===== config.mk =====
export PLATFORM = sky130hd
export DESIGN_NAME = mul_pipe_flat
export DESIGN_NICKNAME = d
export VERILOG_FILES = /design/src/rtl/mul_pipe_if.sv /design/src/rtl/mul_pipe.sv /design/src/flat_wrapper.sv
export SDC_FILE = /design/constraint.sdc
export NUM_CORES = 2
export LEC_CHECK = 0
export BUFFER_PORTS_ARGS = -buffer_cell sky130_fd_sc_hd__buf_2
export CAP_MARGIN = 15
export CORE_ASPECT_RATIO = 0.9
export CORE_UTILIZATION = 35
export DETAILED_ROUTE_END_ITERATION = 7
export SETUP_SLACK_MARGIN = 0.5
export SLEW_MARGIN = 30
export SYNTH_ARGS = -nofsm -noshare
export SYNTH_HDL_FRONTEND = slang
export SYNTH_SLANG_ARGS = --single-unit

===== constraint.sdc =====
create_clock -name clk -period 6.36 [get_ports clk]
set_input_delay 0.636 -clock clk [delete_from_list [all_inputs] [get_ports clk]]
set_output_delay 0.636 -clock clk [all_outputs]
set_load 0.02 [all_outputs]

===== src/rtl/mul_pipe_if.sv =====
// mul_pipe issue/writeback bundle: issue channel, writeback channel, flush.
// slave = multiply unit side, master = reservation station / writeback side.
interface mul_pipe_if #(
  parameter int PHYS_REG_BITS = 6,
  parameter int ARCH_REG_BITS = 5,
  parameter int ROB_IDX_BITS  = 5
);
  logic                     flush;
  logic                     issue_valid;
  logic                     issue_ready;
  logic [2:0]               issue_funct3;
  logic [31:0]              issue_rs1_v;
  logic [31:0]              issue_rs2_v;
  logic [PHYS_REG_BITS-1:0] issue_rd_phys;
  logic [ARCH_REG_BITS-1:0] issue_rd_arch;
  logic [ROB_IDX_BITS-1:0]  issue_rob_idx;
  logic                     wb_valid;
  logic                     wb_ready;
  logic [PHYS_REG_BITS-1:0] wb_rd_phys;
  logic [ARCH_REG_BITS-1:0] wb_rd_arch;
  logic [ROB_IDX_BITS-1:0]  wb_rob_idx;
  logic [31:0]              wb_value;

  modport slave (
    input  flush, issue_valid, issue_funct3,
    input  issue_rs1_v, issue_rs2_v,
    input  issue_rd_phys, issue_rd_arch, issue_rob_idx,
    input  wb_ready,
    output issue_ready, wb_valid,
    output wb_rd_phys, wb_rd_arch, wb_rob_idx, wb_value
  );

  modport master (
    output flush, issue_valid, issue_funct3,
    output issue_rs1_v, issue_rs2_v,
    output issue_rd_phys, issue_rd_arch, issue_rob_idx,
    output wb_ready,
    input  issue_ready, wb_valid,
    input  wb_rd_phys, wb_rd_arch, wb_rob_idx, wb_value
  );
endinterface


===== src/rtl/mul_pipe.sv =====
// mul_pipe: pipelined RV32M MUL/MULH/MULHSU/MULHU unit, NUM_STAGES deep.
// Ports: clk, rst (async, active high), io (mul_pipe_if.slave).
module mul_pipe #(
  parameter int PHYS_REG_BITS = 6,
  parameter int ARCH_REG_BITS = 5,
  parameter int ROB_IDX_BITS  = 5,
  parameter int NUM_STAGES    = 4
) (
  input  logic      clk,
  input  logic      rst,
  mul_pipe_if.slave io
);
  localparam int L = NUM_STAGES - 1;

  typedef struct packed {
    logic [PHYS_REG_BITS-1:0] rd_phys;
    logic [ARCH_REG_BITS-1:0] rd_arch;
    logic [ROB_IDX_BITS-1:0]  rob_idx;
    logic [31:0]              value;
  } slot_t;

  logic [NUM_STAGES-1:0] v_q, v_d;
  slot_t slot_q [NUM_STAGES];
  slot_t slot_d [NUM_STAGES];

  logic               advance;
  logic               fire;
  logic               rs1_sx;
  logic               rs2_sx;
  logic signed [32:0] a_s;
  logic signed [32:0] b_s;
  logic signed [63:0] prod;
  logic [31:0]        res;

  always_comb begin
    advance = !v_q[L] || io.wb_ready;
    fire    = io.issue_valid && advance && !io.flush;

    // rs1 signed for MULH (01) and MULHSU (10); rs2 only for MULH.
    rs1_sx = io.issue_funct3[1] ^ io.issue_funct3[0];
    rs2_sx = (io.issue_funct3[1:0] == 2'b01);
    a_s = {rs1_sx & io.issue_rs1_v[31], io.issue_rs1_v};
    b_s = {rs2_sx & io.issue_rs2_v[31], io.issue_rs2_v};

    // Low 64 bits of the 33x33 product are all any variant needs.
    prod = 64'(a_s) * 64'(b_s);
    if (io.issue_funct3[1:0] == 2'b00) res = prod[31:0];
    else                               res = prod[63:32];
    // x0 destination still completes in the ROB, but writes zero.
    if (io.issue_rd_arch == '0) res = '0;

    v_d    = v_q;
    slot_d = slot_q;
    if (advance) begin
      v_d = {v_q[L-1:0], fire};
      slot_d[0] = '{rd_phys: io.issue_rd_phys,
                    rd_arch: io.issue_rd_arch,
                    rob_idx: io.issue_rob_idx,
                    value:   res};
      for (int i = 1; i < NUM_STAGES; i++) begin
        slot_d[i] = slot_q[i-1];
      end
    end
    if (io.flush) v_d = '0;
  end

  always_ff @(posedge clk or posedge rst) begin
    if (rst) begin
      v_q <= '0;
      for (int i = 0; i < NUM_STAGES; i++) begin
        slot_q[i] <= '0;
      end
    end else begin
      v_q    <= v_d;
      slot_q <= slot_d;
    end
  end

  assign io.issue_ready = advance;
  assign io.wb_valid    = v_q[L];
  assign io.wb_rd_phys  = slot_q[L].rd_phys;
  assign io.wb_rd_arch  = slot_q[L].rd_arch;
  assign io.wb_rob_idx  = slot_q[L].rob_idx;
  assign io.wb_value    = slot_q[L].value;
endmodule


===== src/flat_wrapper.sv =====
// flat-port wrapper written by rule: the top's interface ports become plain ports
module mul_pipe_flat 
#(
  parameter int PHYS_REG_BITS = 6,
  parameter int ARCH_REG_BITS = 5,
  parameter int ROB_IDX_BITS  = 5,
  parameter int NUM_STAGES    = 4
)
  (clk, rst, io_flush, io_issue_valid, io_issue_funct3, io_issue_rs1_v, io_issue_rs2_v, io_issue_rd_phys, io_issue_rd_arch, io_issue_rob_idx, io_wb_ready, io_issue_ready, io_wb_valid, io_wb_rd_phys, io_wb_rd_arch, io_wb_rob_idx, io_wb_value);
  mul_pipe_if #(.PHYS_REG_BITS(PHYS_REG_BITS), .ARCH_REG_BITS(ARCH_REG_BITS), .ROB_IDX_BITS(ROB_IDX_BITS)) io_i ();
  input  logic clk;
  input  logic rst;
  input wire logic [$bits(io_i.flush)-1:0] io_flush;
  input wire logic [$bits(io_i.issue_valid)-1:0] io_issue_valid;
  input wire logic [$bits(io_i.issue_funct3)-1:0] io_issue_funct3;
  input wire logic [$bits(io_i.issue_rs1_v)-1:0] io_issue_rs1_v;
  input wire logic [$bits(io_i.issue_rs2_v)-1:0] io_issue_rs2_v;
  input wire logic [$bits(io_i.issue_rd_phys)-1:0] io_issue_rd_phys;
  input wire logic [$bits(io_i.issue_rd_arch)-1:0] io_issue_rd_arch;
  input wire logic [$bits(io_i.issue_rob_idx)-1:0] io_issue_rob_idx;
  input wire logic [$bits(io_i.wb_ready)-1:0] io_wb_ready;
  output wire logic [$bits(io_i.issue_ready)-1:0] io_issue_ready;
  output wire logic [$bits(io_i.wb_valid)-1:0] io_wb_valid;
  output wire logic [$bits(io_i.wb_rd_phys)-1:0] io_wb_rd_phys;
  output wire logic [$bits(io_i.wb_rd_arch)-1:0] io_wb_rd_arch;
  output wire logic [$bits(io_i.wb_rob_idx)-1:0] io_wb_rob_idx;
  output wire logic [$bits(io_i.wb_value)-1:0] io_wb_value;
  assign io_i.flush = io_flush;
  assign io_i.issue_valid = io_issue_valid;
  assign io_i.issue_funct3 = io_issue_funct3;
  assign io_i.issue_rs1_v = io_issue_rs1_v;
  assign io_i.issue_rs2_v = io_issue_rs2_v;
  assign io_i.issue_rd_phys = io_issue_rd_phys;
  assign io_i.issue_rd_arch = io_issue_rd_arch;
  assign io_i.issue_rob_idx = io_issue_rob_idx;
  assign io_i.wb_ready = io_wb_ready;
  assign io_issue_ready = io_i.issue_ready;
  assign io_wb_valid = io_i.wb_valid;
  assign io_wb_rd_phys = io_i.wb_rd_phys;
  assign io_wb_rd_arch = io_i.wb_rd_arch;
  assign io_wb_rob_idx = io_i.wb_rob_idx;
  assign io_wb_value = io_i.wb_value;
  mul_pipe #(.PHYS_REG_BITS(PHYS_REG_BITS), .ARCH_REG_BITS(ARCH_REG_BITS), .ROB_IDX_BITS(ROB_IDX_BITS), .NUM_STAGES(NUM_STAGES)) u_core (.clk(clk), .rst(rst), .io(io_i));
endmodule

## After elaboration in Yosys (flattened, before gate mapping)

Cells that the tools add are included.

- Bits in registers: 196
- Output and inout port bits: 50
- Logic and storage cells: 34

- Multipliers: 1
- Equal/unequal tests: 1
- Mux-type cells: 4
- Bitwise operators: 3
- Reductions and logical operators: 8

Operators by type and width:

| kind | count |
|---|---|
| multiplier 33 x 33 -> 64 bit | 1 |
| two-way mux 32 bit | 2 |
| two-way mux 4 bit | 2 |
| zero test 5 bit | 1 |
| bitwise AND 1 bit | 2 |
| equality test 2 x 1 -> 1 bit (second input constant) | 1 |
| logical AND 1 bit | 2 |
| zero test 1 bit | 2 |
| zero test 2 bit | 1 |
| nonzero test 2 bit | 1 |
| logical OR 1 bit | 1 |
| XOR 1 bit | 1 |

## Depth between registers and ports, before layout

- Depth in word-level cells: 6
- Mapped depth: 31

## Worst setup path before layout

OpenSTA, ideal clock, no wires.

- Path type: input to register
- Start: input port io_issue_funct3[1]
- End: register u_core.slot_q[174] (netlist name)
- Data arrival time: 8318 ps
- Data required time: 6229 ps
- Path slack: -2089 ps
- Stages: 28
- Buffers on the path: 2
- Path through: inv_1 ha_1 and2_0 clkbuf_1 nand2_1 inv_1 fa_1 inv_1 fa_1 inv_1 fa_1 fa_1 inv_1 fa_1 inv_1 fa_1 inv_1 fa_1 fa_1 inv_1 ha_1 clkbuf_1 nand2_1 a211o_1 a211oi_1 a21oi_1 and4_1 or3_1

- Longest elaborated chain between the ends: 5
- Elaborated cells on any way between the ends: 8

RTL lines:

| what | RTL line | text |
|---|---|---|
| start: declaration | flat_wrapper.sv:15 | `input wire logic [$bits(io_i.issue_funct3)-1:0] io_issue_funct3;` |
| equality test 2 x 1 -> 1 bit or XOR 1 bit (tied branches) | mul_pipe.sv:41, mul_pipe.sv:40 |  |
| bitwise AND 1 bit, on equally long branches | mul_pipe.sv:43, mul_pipe.sv:42 |  |
| multiplier 33 x 33 -> 64 bit | mul_pipe.sv:46 | `prod = 64'(a_s) * 64'(b_s);` |
| two-way mux 32 bit (*) | mul_pipe.sv:47 | `if (io.issue_funct3[1:0] == 2'b00) res = prod[31:0];` |
| two-way mux 32 bit (*) | mul_pipe.sv:50 | `if (io.issue_rd_arch == '0) res = '0;` |
| end signal: assignment | mul_pipe.sv:75 | `slot_q <= slot_d;` |
| end: declaration | mul_pipe.sv:23 | `slot_t slot_q [NUM_STAGES];` |

Every way passes the cells marked *; elsewhere a longest branch is shown, timed or not.
A chain may end at the register's enable or synchronous reset.

## Worst setup path in the final report

- Start: input port io_issue_funct3[1]
- End: register u_core.slot_q[162] (netlist name)

The elaborated chain is that of the path after synthesis.

==> impl_results.md <==
- Share of cells above drive strength 1: 0.1932
- FMAX: 132.2 MHz
- CP Class: in2reg
- Clk slew on worst S/H paths: 0.07 ns
- RSZ-0062 raised after global routing: true
- Antenna-violating nets left: 0
- Routability congestion estimate: 0.8916
- DRC violations left: 22
- Most used cell, CP: fa_1
- Fillers: 12,630
- Mapped Nets: 6,569
- Pre-CTS WS: -1.921 ns
- CTS tree: built
- Post-synthesis sequential area ratio: 0.1069
- Cells after synthesis: 5,142
- Worst Reg2Reg Path Length in Cells: 7
- Worst setup slack after layout: -1.206 ns
- P&R area growth vs syn: 20.51%
- #FFs+latches synth: 196
- Drt first pass iters: 8
- CP max stage cell: fa_1
- Final Net Count: 7,025
- Worst slew pin tran: 0.9407 ns
- Crit path largest cell delay: 0.55 ns
- Crit. End Element: register
- Tcrit/Tclk final: 1.190
- Syn Area/Cell: 8.922 um^2
- Vias/cell: 4.720
- Most frequent cells in the layout: nand2_1, inv_1, fa_1
- Count of unique library cells instantiated by Yosys: 68
- Final hold viol count: 0
- Num CTS Buffers: 17
- Die X-Extent: 383.6 um
- CTS root buf: clkbuf_16
- Largest net degree at the start of global routing: 134
- Post-synthesis cell area: 45,880 um^2
- Status: complete, but fails checks
- Synth Flop Type: dfrtp_1
- Number of synthesized flops with an enable pin: 0
- Skew-Pair Late Insertion Delay: 0.45 ns
- WP data arrival: 7.88 ns
- Cell taking the most area after synthesis: fa_1
- CP Max Fanout: 3
- Clock Tree Buf Depth: 2
- WL/cell: 17.80 um
- Vias in the first global route: 37,700
- Synth top area share: 0.4909
- Crit path required time: 6.68 ns
- Input/output buffers: 136
- Final Max Tran Viols: 0
- Final wirelength: 130,400 um
- Via count: 34,580
- Final HPWL DP: 111,600 um
- Grt total ovfl: 0
- # rows: 125
- Max-Cap Viols: 0
- Die area: 132,500 um^2
- Register area: 4905 um^2
- Starting Density: 0.3543
- Failing checks: design-rule violations, negative setup slack
- Die Span Y: 345.5 um
- Fin crit period: 7.566 ns
- Core ar.: 129,500 um^2
- Syn. warnings: 0
- Num Clock Sinks: 196
- CP startpoint kind: input port
- Hold slack final: 0.3723 ns
- I/O pins: 138
- First-pass GRT wire length: 211,900 um
- # hold bufs at CTS: 0
- Synth area leaders: fa_1, nand2_1, dfrtp_1, inv_1, ha_1
- Htree depth: 4
- Antenna violations before repair: 3
- Drt first-iter violations: 2,137
- Final setup fails: 32
- Fin Clk Skew: 0.01837 ns
- Worst min-delay path class: in2async
- Total GRT Usage: 0.2025
- Worst-case headroom to the max-slew limit: 0.3729
- Multi-input gate area: 36,480 um^2
- Most common cell after layout, fill and taps aside: nand2_1
- Async S/R FF share, synth: 1.000
final cells by class:
| class | instances | area share |
|---|---|---|
| clock buffers | 19 | 0.008193 |
| diodes | 1 | 0.00004526 |
| inverters | 1201 | 0.08218 |
| clock inverters | 13 | 0.002942 |
| flip-flops and latches | 196 | 0.08872 |
| repair buffers | 756 | 0.1192 |
| multi-input cells | 3426 | 0.6599 |
| well taps | 1714 | 0.03879 |
synth_stat cells, types with 17 or more instances:
library cell  count
a22oi_1          17
clkbuf_1        256
o21ai_0          54
ha_1            214
fa_1           1125
nand4_1          17
a21oi_1          71
xnor2_1          44
nand2_1        1318
dfrtp_1         196
inv_1          1201
and3_1           20
xor2_1           24
nand3_1          20
buf_4            51
nor2_1           66
and2_1          274
timing repair:
action / CTS / global route
pin swaps: 190 / 108
buffers inserted: 58 / 22
setup endpoints to repair: 32 / 32
resized for setup: 332 / 103
cloned: 3 / 0
flip-flops by register name (all words and copies together), names as in the netlist:
| register | count |
|---|---|
| u_core.slot_q | 144 |
| u_core.io.wb_rd_phys | 6 |
| u_core.io.wb_value | 32 |
| u_core.v_q | 4 |
| u_core.io.wb_rd_arch | 5 |
| u_core.io.wb_rob_idx | 5 |
per-stage QoR:
step | TNS, ns | util | instance area (um^2) | cells
after floorplan | -30.38 | - | 46360 | 5142
after global placement | -49.49 | 0.4032 | 52210 | 7209
after detailed placement | -52.22 | 0.4033 | 52230 | 7210
after CTS | -26.04 | 0.4222 | 54670 | 7303
after global routing | -35.94 | 0.4269 | 55280 | 7325
final | -29.19 | 0.4269 | 55280 | 7326
layer usage:
layer,wire length (um),track usage,up-vias
met4,1836,0.02943,4
met5,27,0,-
met3,8595,0.02951,123
met1,60440,0.2976,17900
li1,-,-,15600
met2,59520,0.3216,953
worst max-delay path: cells and delay by family:
family,cells,cell delay (ns)
adder cells (fa/ha/maj),10,4.61
buffers and inverters,11,1.10
AND/OR/NAND/NOR,6,0.79
AO/OA/AOI/OAI,4,0.53
XOR/XNOR,1,0.21
kinds of logic (layout without fill, tap and decap cells):
logic type / after synthesis / after routing / share of synthesized area
other: 0 / 1 / 0
multiplexers: 4 / 4 / 0.0009000
AND/OR/NAND/NOR: 1771 / 1771 / 0.1659
adder cells (fa/ha/maj): 1339 / 1339 / 0.5493
AO/OA/AOI/OAI: 244 / 244 / 0.03516
buffers and inverters: 1520 / 1989 / 0.1289
XOR/XNOR: 68 / 68 / 0.01298
flip-flops: 196 / 196 / 0.1069
worst paths after layout:
kind / start / endpoint / slack (ns)
setup reg to reg: u_core.v_q[3] / u_core.slot_q[174] / 3.58
setup / recovery: io_issue_funct3[1] / u_core.slot_q[162] / -1.21
min in group clk: io_flush / u_core.v_q[2] / 0.38
hold / removal: rst / u_core.v_q[3] / 0.37
max in group asynchronous: rst / u_core.io.wb_value[0] / 4.84
hold reg to reg: u_core.slot_q[141] / u_core.slot_q[93] / 0.46
Power is not shown: default switching activity piles up to over one toggle a cycle in this logic, so the estimate is an artifact.
